[src/rtl/hamming_pkg.sv]
// Shared (8,4) SECDED bit map and encoder function; the decoder imports the same positions.
// Optional error injection in the top is enabled by defining HAMMING_INYECCION_EN.
package hamming_pkg;

    typedef logic [7:0] palabra_t;
    typedef logic [3:0] nibble_t;

    localparam int POS_P1 = 0;
    localparam int POS_P2 = 1;
    localparam int POS_D0 = 2;
    localparam int POS_P4 = 3;
    localparam int POS_D1 = 4;
    localparam int POS_D2 = 5;
    localparam int POS_D3 = 6;
    localparam int POS_PG = 7;

    function automatic palabra_t codificar(input nibble_t d);
        palabra_t w;
        w         = '0;
        w[POS_D0] = d[0];
        w[POS_D1] = d[1];
        w[POS_D2] = d[2];
        w[POS_D3] = d[3];
        w[POS_P1] = d[0] ^ d[1] ^ d[3];
        w[POS_P2] = d[0] ^ d[2] ^ d[3];
        w[POS_P4] = d[1] ^ d[2] ^ d[3];
        // Overall parity covers the seven Hamming bits, making the word even-weight.
        w[POS_PG] = ^w[6:0];
        return w;
    endfunction

endpackage

[src/rtl/codificador_hamming_fifo_palabras.sv]
// PROF-deep synchronous codeword FIFO; pointers carry one extra wrap bit so
// full and empty are told apart by the MSB compare.
module fifo_palabras #(
    parameter int PROF = 4,
    parameter int W    = 8,
    parameter int CW   = $clog2(PROF + 1)
) (
    input  logic          reloj,
    input  logic          rst,
    input  logic          push,
    input  logic [W-1:0]  din,
    input  logic          pop,
    output logic [W-1:0]  cabeza,
    output logic          lleno,
    output logic          vacio,
    output logic [CW-1:0] cuenta
);

    localparam int AW = $clog2(PROF);

    logic [AW:0]  wr_q, wr_d;
    logic [AW:0]  rd_q, rd_d;
    logic [AW:0]  diff;
    logic [W-1:0] mem_q [PROF];
    logic         push_ok, pop_ok;

    assign vacio   = (wr_q == rd_q);
    assign lleno   = (wr_q[AW] != rd_q[AW]) && (wr_q[AW-1:0] == rd_q[AW-1:0]);
    assign push_ok = push && !lleno;
    assign pop_ok  = pop && !vacio;
    assign diff    = wr_q - rd_q;
    assign cuenta  = CW'(diff);
    assign cabeza  = mem_q[rd_q[AW-1:0]];

    always_comb begin
        wr_d = wr_q;
        rd_d = rd_q;
        if (push_ok) wr_d = wr_q + 1'b1;
        if (pop_ok)  rd_d = rd_q + 1'b1;
    end

    always_ff @(posedge reloj or posedge rst) begin
        if (rst) begin
            wr_q <= '0;
            rd_q <= '0;
        end else begin
            wr_q <= wr_d;
            rd_q <= rd_d;
        end
    end

    // Storage needs no reset: resetting the pointers already discards its contents.
    always_ff @(posedge reloj) begin
        if (push_ok) mem_q[wr_q[AW-1:0]] <= din;
    end

endmodule

[src/rtl/codificador_hamming.sv]
// SECDED (8,4) encoder with a codeword FIFO between two valid/ready handshakes.
// Define HAMMING_INYECCION_EN to add iny_mascara/iny_disparo error injection.
module codificador_hamming
    import hamming_pkg::*;
#(
    parameter int PROF   = 4,
    parameter int CONT_W = 16
) (
    input  logic                      reloj,
    input  logic                      rst,
    input  logic [3:0]                dato,
    input  logic                      dato_valido,
    output logic                      dato_listo,
    output logic [7:0]                palabra,
    output logic                      palabra_valida,
    input  logic                      palabra_lista,
`ifdef HAMMING_INYECCION_EN
    input  logic [7:0]                iny_mascara,
    input  logic                      iny_disparo,
`endif
    output logic [$clog2(PROF+1)-1:0] ocupacion,
    output logic [CONT_W-1:0]         enviadas
);

    palabra_t          cod_d;
    palabra_t          cabeza;
    logic              lleno, vacio;
    logic              push, pop;
    logic [CONT_W-1:0] enviadas_q, enviadas_d;

    always_comb begin
        cod_d = codificar(nibble_t'(dato));
`ifdef HAMMING_INYECCION_EN
        if (iny_disparo) cod_d = cod_d ^ iny_mascara;
`endif
    end

    // rst gating keeps the producer stalled while reset is held.
    assign dato_listo     = !lleno && !rst;
    assign palabra_valida = !vacio;
    assign palabra        = vacio ? 8'h00 : cabeza;
    assign push           = dato_valido && dato_listo;
    assign pop            = palabra_valida && palabra_lista;

    fifo_palabras #(
        .PROF (PROF),
        .W    (8)
    ) u_fifo (
        .reloj  (reloj),
        .rst    (rst),
        .push   (push),
        .din    (cod_d),
        .pop    (pop),
        .cabeza (cabeza),
        .lleno  (lleno),
        .vacio  (vacio),
        .cuenta (ocupacion)
    );

    always_comb begin
        enviadas_d = enviadas_q;
        if (pop) enviadas_d = enviadas_q + 1'b1;
    end

    always_ff @(posedge reloj or posedge rst) begin
        if (rst) enviadas_q <= '0;
        else     enviadas_q <= enviadas_d;
    end

    assign enviadas = enviadas_q;

endmodule

[config.mk]
export PLATFORM = sky130hd
export DESIGN_NAME = codificador_hamming
export DESIGN_NICKNAME = d
export VERILOG_FILES = /design/src/rtl/hamming_pkg.sv /design/src/rtl/codificador_hamming_fifo_palabras.sv /design/src/rtl/codificador_hamming.sv
export SDC_FILE = /design/constraint.sdc
export NUM_CORES = 1
export LEC_CHECK = 0
export CORE_MARGIN = 2
export CORE_UTILIZATION = 45
export CTS_CLUSTER_SIZE = 12
export DETAILED_ROUTE_END_ITERATION = 16
export PLACE_DENSITY_LB_ADDON = 0.12
export SKIP_LAST_GASP = 1
export SYNTH_ARGS = -nofsm -noshare
export SYNTH_HDL_FRONTEND = slang
export SYNTH_SLANG_ARGS = --single-unit
[constraint.sdc]
create_clock -name reloj -period 2.8 [get_ports reloj]
set_clock_uncertainty 0.05 [all_clocks]
set_input_delay 0.28 -clock reloj [delete_from_list [all_inputs] [get_ports reloj]]
set_output_delay 0.28 -clock reloj [all_outputs]
set_load 0.02 [all_outputs]
==> out/qor.csv <==
metric;value;unit
slowest library cell on the worst path;clkdlybuf4s50_1;
net count after synthesis;174;
Skew-Pair Late Insertion Delay;0.30;ns
Max-Slew Margin vs Limit;66.7;%
FILL cells;439;
vias;1368;
post-cts repair resize count;0;
final hold vios;0;
YS warnings;0;
Max Freq;0.389;GHz
Final Power;3.17;mW
Die Y-Extent;77.1;um
layout cells sized above 1;11.8;%
Max clock buf depth;2;
Largest delay share family, worst path;buffers and inverters;
pwr/cell area;1070;nW/um^2
share of the synthesized area in the top cell type;39.9;%
First-pass DRT Iterations;4;
vias per cell;5.01;
hpwl dp;3160;um
Cell Count, Final, Fillers Out;273;
Worst setup SP type;flip-flop;
IO Pins;37;
Post-Place Cells;265;
Die ar.;5950;um^2
part of the power in registers;35.9;%
largest area contributor in the netlist;edfxtp_1;
fin crit share;91.8;%
status;finished, final reports clean;
Pint;1.98;mW
WL/cell;15.8;um
max incr delay on CP;0.60;ns
CTS HTree Levels;2;
CTS Hold Bufs;0;
Crit Path Class;reg2out;
Yosys reg bits;54;
Area contributors post-synth;edfxtp_1 (40%), dfrtp_1 (23%), xnor2_1 (8.0%);
pre-CTS worst setup slack;0.547;ns
port buffer count;36;
cts bufs inserted;5;
fin. max-slew vios;0;
crit path max fanout;7;
area occupied by multi-input gates;852;um^2
min Tclk post-route;2.57;ns
CTS sink cnt;54;
GP Congestion;0.809;
Worst Path Required;2.47;ns
arrival time worst endpoint;2.24;ns
WL final;4300;um
WP buf/inv;3;
Net Sw Frac;37.5;%
Gate power share;51.4;%
Switch Pwr;1.19;mW
CTS tree;built;
Peak VDD IR;0.626;mV
DRC;0;
Total GRT Usage;15.7;%
Post-Syn Area;2410;um^2
core region area;5140;um^2
register area;1510;um^2
Initial Util;46.8;%
setup TNS;0;ns
Overflow after GRT;0;
register area share after synthesis;62.8;%
Yosys cell types;27;
Leakage;1.14;nW
worst hold slack;0.326;ns
Layout Nets;219;
RSZ-0062 raised after global routing;no;
HP Class;in2async;
crit path cell chain;inv_1 -> ha_1 -> nand3_1 -> buf_4 -> and2_1 -> clkdlybuf4s50_1;
pin slew with the least headroom to its limit;0.500;ns
diode count;0;
Final WS setup;0.230;ns
first-pass GRT wire length;7110;um
DR iter-0 viols;69;
Critical Path End Type;output pin;
antenna violations before repair;0;
Max-Cap Viols;0;
Die X;77.1;um
vias in the first global route;1380;
Synth-to-Final Area Change;22.9;%
post-route ant nets;0;
final setup vio count;0;
Syn Area/Cell;15.3;um^2
postcts setup bufs;0;
clock slew at reported path FFs;0.09;ns
CTS root buf;clkbuf_8;
largest net degree at the start of global routing;23;
row count;26;
synthesized instance count;157;
clock power share;12.6;%
-- logic make-up (layout without fill, tap and decap cells) --
| kind of cell | after synthesis | after routing | share of synthesized area [%] |
|---|---|---|---|
| flip-flops | 54 | 54 | 62.8 |
| multiplexers | 10 | 10 | 8.42 |
| adder cells (fa/ha/maj) | 9 | 9 | 4.99 |
| XOR/XNOR | 28 | 28 | 10.5 |
| buffers and inverters | 11 | 57 | 1.82 |
| AND/OR/NAND/NOR | 38 | 38 | 9.04 |
| AO/OA/AOI/OAI | 7 | 7 | 2.44 |
-- tightest hold or removal path, cell delays in order --
cell and delay [ns]:
clkdlybuf4s50_1 0.42, inv_1 0.08, buf_4 0.29
-- cells in the final DEF, fill, tap and decap left out, types with 2 or more instances in the layout --
master	Yosys	layout
clkdlybuf4s50_1	0	36
edfxtp_1	32	32
xnor2_1	22	22
dfrtp_1	22	22
and2_1	13	13
inv_1	8	8
nand2_1	8	8
mux4_2	8	8
ha_1	8	8
nand3_1	6	6
xor2_1	5	5
clkbuf_8	0	5
buf_4	0	5
nor2_1	3	3
clkinv_1	0	3
o211a_1	2	2
mux2_2	2	2
nand4_1	2	2
and3_1	2	2
and4_1	2	2
-- flip-flops by register name (all words and copies together) (netlist names) --
signal / cells
enviadas: 16
u_fifo.mem_q: 32
u_fifo.wr_q: 3
u_fifo.rd_q: 3
-- path summary, 6_finish.rpt --
kind                                start                  to  slack (ns)  cells after the start
max in group asynchronous             rst        enviadas[13]        2.14                      3
hold reg to reg              enviadas[15]        enviadas[15]        0.43                      1
setup reg to reg           u_fifo.wr_q[0]  u_fifo.mem_q[3][4]        0.57                      5
setup / recovery           u_fifo.wr_q[0]          palabra[4]        0.23                      6
hold / removal                        rst         enviadas[0]        0.33                      3
min in group reloj           enviadas[15]        enviadas[15]        0.43                      1
-- stage by stage --
stage / cell area [um^2] / util (%)
6_report: 2960 / 57.6
5_1_grt: 2960 / 57.6
4_1_cts: 2960 / 57.6
3_5_place_dp: 2880 / 56.0
3_3_place_gp: 2880 / 56.0
2_1_floorplan: 2410 / -
-- routing by layer --
layer  share of wire (%)  wire length (um)  track usage (%)
met2                  47              2010             23.9
met1                  48              2060             22.3
met3                 4.4               189             4.24
met5                   0                 0                0
met4                0.98                42             4.46
-- cell usage after synthesis --
| cell type | instances |
|---|---|
| and4_2 | 1 |
| o21ai_0 | 1 |
| mux4_2 | 8 |
| o211a_1 | 2 |
| a31oi_1 | 1 |
| edfxtp_1 | 32 |
| o211ai_1 | 1 |
| xor2_1 | 5 |
| xnor2_1 | 22 |
| fa_1 | 1 |
| and3_1 | 2 |
| nor4_2 | 1 |
| and2_1 | 13 |
| dfrtp_1 | 22 |
| o2111a_1 | 1 |
| ha_1 | 8 |
| and4_1 | 2 |
| clkbuf_1 | 1 |
| buf_2 | 2 |
| nand4_1 | 2 |
| nor2_1 | 3 |
| nand3_1 | 6 |
| mux2_2 | 2 |
| xor2_2 | 1 |
| inv_1 | 8 |
| nand2_1 | 8 |
| o21ai_2 | 1 |
-- power by group through the flow --
stage | Sequential [mW] | Combinational, mW | Clock, mW
2_1_floorplan | 1.17 | 0.937 | 0
3_3_place_gp | 1.15 | 1.63 | 0
3_5_place_dp | 1.16 | 1.66 | 0
4_1_cts | 1.14 | 1.66 | 0.414
5_1_grt | 1.17 | 1.77 | 0.437
6_report | 1.14 | 1.63 | 0.400
-- final cells by class --
cell class | instances | area share, %
sequential | 54 | 51.1
tap | 70 | 2.96
inverter | 8 | 1.01
clock inverter | 3 | 0.381
clock buffer | 5 | 2.33
timing repair buffer | 41 | 13.4
multi-input combinational | 92 | 28.8
No activity file was read; power rests on OpenSTA's default activity.
